### src/rtl/mul_share_sched.sv
// Shared multiply scheduler: two requesters take turns on one W x W multiply.
// Each product is built from four (W/2)x(W/2) partial products on an external
// half-width multiplier and accumulated into a 2W-bit result.
module mul_share_sched #(
    parameter int unsigned W          = 8,
    parameter bit          PRIO_FIXED = 1'b0
) (
    input  logic           clk,
    input  logic           rst,
    input  logic           req0_valid,
    input  logic [W-1:0]   req0_a,
    input  logic [W-1:0]   req0_b,
    output logic           req0_ready,
    input  logic           req1_valid,
    input  logic [W-1:0]   req1_a,
    input  logic [W-1:0]   req1_b,
    output logic           req1_ready,
    output logic [W/2-1:0] mul_a,
    output logic [W/2-1:0] mul_b,
    input  logic [W-1:0]   mul_p,
    output logic           rsp_valid,
    output logic           rsp_id,
    output logic [2*W-1:0] rsp_prod,
    input  logic           rsp_ready,
    output logic           busy
);

    localparam int unsigned H = W / 2;

    localparam logic [2:0] ST_IDLE = 3'd0;
    localparam logic [2:0] ST_PP0  = 3'd1;
    localparam logic [2:0] ST_PP1  = 3'd2;
    localparam logic [2:0] ST_PP2  = 3'd3;
    localparam logic [2:0] ST_PP3  = 3'd4;
    localparam logic [2:0] ST_RSP  = 3'd5;

    logic [2:0]     state;
    logic [W-1:0]   a_q;
    logic [W-1:0]   b_q;
    logic           id_q;
    logic           last_grant;
    logic [2*W-1:0] acc;
    logic           grant;
    logic           accept;
    logic [2*W-1:0] mul_ext;
    logic [2*W-1:0] mul_sh_h;
    logic [2*W-1:0] mul_sh_w;

    // Arbitration: a lone requester wins; on contention use fixed or round-robin order
    always_comb begin
        grant = 1'b0;
        if (req0_valid && !req1_valid) begin
            grant = 1'b0;
        end else if (req1_valid && !req0_valid) begin
            grant = 1'b1;
        end else if (req0_valid && req1_valid) begin
            grant = PRIO_FIXED ? 1'b0 : ~last_grant;
        end
    end

    assign req0_ready = (state == ST_IDLE) && !grant && req0_valid;
    assign req1_ready = (state == ST_IDLE) && grant && req1_valid;
    assign accept     = req0_ready || req1_ready;
    assign busy       = (state != ST_IDLE);

    // Steer the latched operand halves to the shared multiplier; idle otherwise
    always_comb begin
        mul_a = '0;
        mul_b = '0;
        case (state)
            ST_PP0: begin
                mul_a = a_q[H-1:0];
                mul_b = b_q[H-1:0];
            end
            ST_PP1: begin
                mul_a = a_q[W-1:H];
                mul_b = b_q[H-1:0];
            end
            ST_PP2: begin
                mul_a = a_q[H-1:0];
                mul_b = b_q[W-1:H];
            end
            ST_PP3: begin
                mul_a = a_q[W-1:H];
                mul_b = b_q[W-1:H];
            end
            default: begin
                mul_a = '0;
                mul_b = '0;
            end
        endcase
    end

    // Partial product widened to 2W before shifting so no bits are lost
    assign mul_ext  = {{W{1'b0}}, mul_p};
    assign mul_sh_h = mul_ext << H;
    assign mul_sh_w = mul_ext << W;

    // Sequencer, operand capture and result accumulation
    always_ff @(posedge clk) begin
        if (rst) begin
            state      <= ST_IDLE;
            a_q        <= '0;
            b_q        <= '0;
            id_q       <= 1'b0;
            last_grant <= 1'b1;
            acc        <= '0;
            rsp_valid  <= 1'b0;
            rsp_id     <= 1'b0;
            rsp_prod   <= '0;
        end else begin
            case (state)
                ST_IDLE: begin
                    if (accept) begin
                        a_q        <= req1_ready ? req1_a : req0_a;
                        b_q        <= req1_ready ? req1_b : req0_b;
                        id_q       <= req1_ready;
                        last_grant <= req1_ready;
                        state      <= ST_PP0;
                    end
                end
                ST_PP0: begin
                    acc   <= mul_ext;
                    state <= ST_PP1;
                end
                ST_PP1: begin
                    acc   <= acc + mul_sh_h;
                    state <= ST_PP2;
                end
                ST_PP2: begin
                    acc   <= acc + mul_sh_h;
                    state <= ST_PP3;
                end
                ST_PP3: begin
                    rsp_prod  <= acc + mul_sh_w;
                    rsp_id    <= id_q;
                    rsp_valid <= 1'b1;
                    state     <= ST_RSP;
                end
                ST_RSP: begin
                    if (rsp_ready) begin
                        rsp_valid <= 1'b0;
                        state     <= ST_IDLE;
                    end
                end
                default: begin
                    state <= ST_IDLE;
                end
            endcase
        end
    end

endmodule

### config.mk
export PLATFORM = sky130hd
export DESIGN_NAME = mul_share_sched
export DESIGN_NICKNAME = d
export VERILOG_FILES = /design/src/rtl/mul_share_sched.sv
export SDC_FILE = /design/constraint.sdc
export NUM_CORES = 1
export LEC_CHECK = 0
export ABC_AREA = 0
export CORE_MARGIN = 2
export CORE_UTILIZATION = 50
export DETAILED_ROUTE_END_ITERATION = 7
export HOLD_SLACK_MARGIN = 0.15
export PLACE_DENSITY = 0.78
export SLEW_MARGIN = 30
export SYNTH_ARGS = -nofsm -noshare
export SYNTH_HDL_FRONTEND = slang
export SYNTH_SLANG_ARGS = --single-unit
### constraint.sdc
create_clock -name clk -period 2.1 [get_ports clk]
set_clock_uncertainty 0.15 [all_clocks]
set_input_delay 0.315 -clock clk [delete_from_list [all_inputs] [get_ports clk]]
set_output_delay 0.315 -clock clk [all_outputs]
set_load 0.03 [all_outputs]
# Word-level counts from Yosys, hierarchy flattened
# Index checks and enable logic that the tools add are counted.
[op_classes]
muxes = 13
eq_ne = 7
bitwise = 1
add_sub_neg = 2
reduce_logical = 23
[ops]
columns = ["op", "n"]
rows = [
  ["case mux 16 bit (2 select lines)", 1],
  ["case mux 3 bit (6 select lines)", 1],
  ["adder 16 x 12 -> 16 bit", 1],
  ["adder 16 bit", 1],
  ["2-to-1 mux 8 bit", 2],
  ["case mux 4 bit (2 select lines)", 2],
  ["OR reduction 2 bit", 5],
  ["logical AND 1 bit", 7],
  ["== test 3 x 2 -> 1 bit, second input constant", 2],
  ["== test 3 bit, second input constant", 2],
  ["2-to-1 mux 3 bit", 2],
  ["AND reduction 2 bit", 3],
  ["2-to-1 mux 1 bit", 4],
  ["!= test 2 bit, second input constant", 2],
  ["nonzero test 2 bit", 2],
  ["== test 3 x 1 -> 1 bit, second input constant", 1],
  ["zero test 1 bit", 3],
  ["zero test 3 bit", 1],
  ["nonzero test 3 bit", 1],
  ["case mux 1 bit (2 select lines)", 1],
  ["logical OR 1 bit", 1],
  ["NOT 1 bit", 1],
]
[totals]
wordCells = 55
out_inout_bits = 29
register_bits = 55
inputBits = 45

# Logic depth before layout (Yosys ltp)
[depth]
depth_word = 10
ltp_mapped = 8
mapped_depth_nobuf = 8

# Least setup slack after synthesis
# No wires, ideal clock.
[synth_path]
kind = "register to output"
startpoint = "register state[0]"
endpoint = "output port mul_b[0]"
t_required_ns = 1.635
path_slack_ns = -0.039
t_arrival_ns = 1.674
n_path_buf = 2
stages_incl_launch_ff = 7
cell_sequence = "dfxtp_1 > buf_2 > clkbuf_1 > nand2_1 > nor2_1 > a21oi_1 > o21ai_0"
[synth_between]
elab_chain_len = 3
elab_cells_between_ends = 7
classes_between = "4 x eq/ne; 1 x mux; 2 x reduce/logical"
[synth_rtl]
columns = ["element", "line_no", "text"]
rows = [
  ["start, declared", "37", "logic [2:0] state;"],
  ["start signal, assigned", "102", "state <= ST_IDLE;"],
  ["start signal, assigned", "119", "state <= ST_PP0;"],
  ["start signal, assigned", "124", "state <= ST_PP1;"],
  ["== test 3 bit (tied with other cells)", "70", "case (state)"],
  ["OR reduction 2 bit (no line)", "--", ""],
  ["case mux 4 bit (2 select lines) *", "70", ""],
  ["end, declared", "19", "output logic [W/2-1:0] mul_b,"],
]
# Every way passes the cells marked *; elsewhere a longest branch is shown, timed or not.

# Final worst setup path
[layout_path]
startpoint = "register acc[4]"
endpoint = "register acc[12]"
[layout_between]
elab_chain_len = 2
[layout_rtl]
columns = ["element", "line_no", "text"]
rows = [
  ["start, declared", "42", "logic [2*W-1:0] acc;"],
  ["start signal, assigned", "123", "acc <= mul_ext;"],
  ["start signal, assigned", "127", "acc <= acc + mul_sh_h;"],
  ["start signal, assigned", "131", "acc <= acc + mul_sh_h;"],
  ["adder 16 x 12 -> 16 bit", "127, 131", ""],
  ["case mux 16 bit (2 select lines)", "112", "case (state)"],
]
# No other way between the ends.
# A chain may end at the register's enable or synchronous reset.

==> reports/metrics.cfg <==
[setup_path]
crit_type = reg -> reg
worst_path_max_delay_cell = or4_1
path_cells = ha_2, inv_2, fa_2, nor2b_1, o21a_1, o21a_1, or4_1, nand3_1
rr_worst_depth = 8
cp_common_cell = o21a_1
max_stage_delay_ns = 0.51
cp.arrival_ns = 2.16
cp.required_ns = 2.21
end_kind = register
crit_fanout = 4
startpoint_type = register

[yosys]
synth_largest_type_area_fraction = 0.351
ys_top_cells_by_count = nand2_1 (88), dfxtp_1 (55), nor2_1 (40), a21oi_1 (37), o21ai_0 (17)
synth_fp_nets = 469
async_flop_share = 0
ys_seq_area_frac = 0.351
syn_inst = 407
synth_cell_types = 51
yosys_warnings = 0
synth-edff-count = 0
synth_most_common_cell = nand2_1
synth_top_flop_cell = dfxtp_1
syn_area_um2 = 3140
synth_area_leader_cell = dfxtp_1
ys_ff_latch = 55
yosys-top-cells-area = dfxtp_1 (35%), nand2_1 (11%), ha_1 (6.0%)
syn_avg_cell_area_um2 = 7.71

[power]
power_density_nw_per_um2 = 673
p_leak_nw = 1.86
peakVddDrop_mv = 0.454

[global_routing]
grtUsageTotal = 0.255
grt_pass1_vias = 3233
grt-ovfl-total = 0
grt_max_degree = 36
grt_pass1_wl_mm = 14.8
antenna_found_initial = 0

[place]
dp_hpwl_mm = 6.59
pre_cts_ws_ns = -0.419
dp.cells = 581
port_buffers = 73
placed_area_um2 = 4210
gp_congestion = 0.878

[timing]
worst_pin_slew_ns = 0.534
fmax_ghz = 0.487
fin_ws_ns = 0.0479
hold_violations = 0
rsz0062_at_grt = no
slew_violations = 0
period_share = 0.977
fin_crit_ns = 2.05
whs_ns = 0.221
finalSetupViolCount = 0
slew_headroom = 0.642

[detailed_routing]
wl_met2_mm = 4.35
drt-met1-wl_mm = 4.03
dr.max_layer_used = met4
finalWirelength_mm = 9.06
antenna_left = 0
num_vias = 3401
drt_iter0_markers = 236
met3_length_um = 533
avgRoutedWirePerCell_um = 15.2
firstDrtPassIters = 5
via_per_inst = 5.69
drc = 0

[cells_and_area]
final_area_um2 = 4500
layout-drive-gt1-share = 0.203
syn_to_final_growth_pct = 43.3
antenna_cells = 0
final_cells = 598
final_net_count = 584

[die]
row_count = 28
core_um2 = 5990
die_w_um = 83.2
die_area_um2 = 6930
ioPinCount = 74
start_util = 0.524
die_h_um = 83.2

[clock_tree]
cts_buffers = 5
cts_max_level = 2
path_clk_slew_ns = 0.10
clock_latency_ns = 0.31
tritoncts = built
cts_hold_buf = 0
cts_sinks = 55
clock-root-buffer = clkbuf_8
clk_path_buf_depth = 2

[run]
maxCapViolations = 0

[outcome]
status = complete, no violations

[worst_hold_path]
hold_class = in -> reg
hold_depth = 2

[cells in the final DEF, fill, tap and decap left out, drive strengths merged, types with 4 or more instances in the layout]
cell / Yosys / final
a21oi: 37 / 37
a311oi: 16 / 16
buf: 13 / 70
clkbuf: 12 / 7
clkdlybuf4s50: 0 / 58
dfxtp: 55 / 55
ha: 15 / 15
inv: 10 / 11
mux2: 4 / 4
mux2i: 5 / 5
nand2: 88 / 88
nand2b: 4 / 4
nand3: 8 / 8
nor2: 40 / 40
nor2b: 6 / 6
nor3: 9 / 9
nor4b: 4 / 4
o21a: 6 / 6
o21ai: 17 / 17
or3: 7 / 7
xnor2: 4 / 4
[logic make-up (layout without fill, tap and decap cells)]
logic type / Yosys count / in the layout / share of synthesized area
mux: 9 / 9 / 0.0303
compound gates: 106 / 106 / 0.224
buf+inv: 35 / 151 / 0.0490
fa+ha+maj: 17 / 17 / 0.0726
simple gates: 179 / 179 / 0.257
flops: 55 / 55 / 0.351
xor+xnor: 6 / 6 / 0.0167
[flip-flops by register name, indices dropped and copies added, names as in the netlist]
register,flops
rsp_prod,16
rsp_valid,1
b_q,8
id_q,1
last_grant,1
a_q,8
state,3
rsp_id,1
acc,16
[through the flow]
| stage | power [mW] | setup TNS [ns] | utilization |
|---|---|---|---|
| floorplan | 1.79 | 0 | - |
| global route | 3.17 | 0 | 0.751 |
| CTS | 2.94 | 0 | 0.725 |
| detailed placement | 2.21 | -4.18 | 0.703 |
| global placement | 2.18 | -3.52 | 0.703 |
| finish | 3.03 | 0 | 0.751 |
[power by group]
part,switching [mW],internal (mW)
logic,0.551,0.514
registers,0.0842,1.14
clock network,0.378,0.360
total,1.01,2.01
[area by class of cell]
cell class	instances	area, um2
Timing Repair Buffer	133	1190
Multi-Input combinational cell	317	1950
Inverter	10	37.5
Sequential cell	55	1110
Clock inverter	3	46.3
Tap cell	75	93.8
Fill cell	466	1490
Clock buffer	5	68.8
[layer usage]
| metal | vias up | track usage |
|---|---|---|
| met5 | - | 0 |
| met1 | 1584 | 0.338 |
| met3 | 18 | 0.0437 |
| li1 | 1677 | - |
| met2 | 122 | 0.424 |
| met4 | 0 | 0.0760 |
[path summary, 6_finish.rpt]
kind / slack [ns] / to / start
hold reg to reg: 0.31 / rsp_prod[3] / rsp_prod[3]
hold / removal: 0.22 / acc[8] / rst
setup / recovery: 0.05 / acc[12] / acc[4]
setup reg to reg: 0.05 / acc[12] / acc[4]
[repair_timing]
action                                  CTS  global route
cloned                                    0             1
resized for setup                        10            26
setup buffers                             0             8
hold endpoints to repair                  0             0
pin swaps                                 1             5
endpoints found under the setup margin   13            20
[critical path, delay by kind of cell (launching register included)]
kind	cells	cell delay (ns)
flip-flops	1	0.36
buffers and inverters	1	0.06
adder cells (fa/ha/maj)	2	0.37
AND/OR/NAND/NOR	3	0.64
AO/OA/AOI/OAI	2	0.42
(Power assumes the default switching activity.)
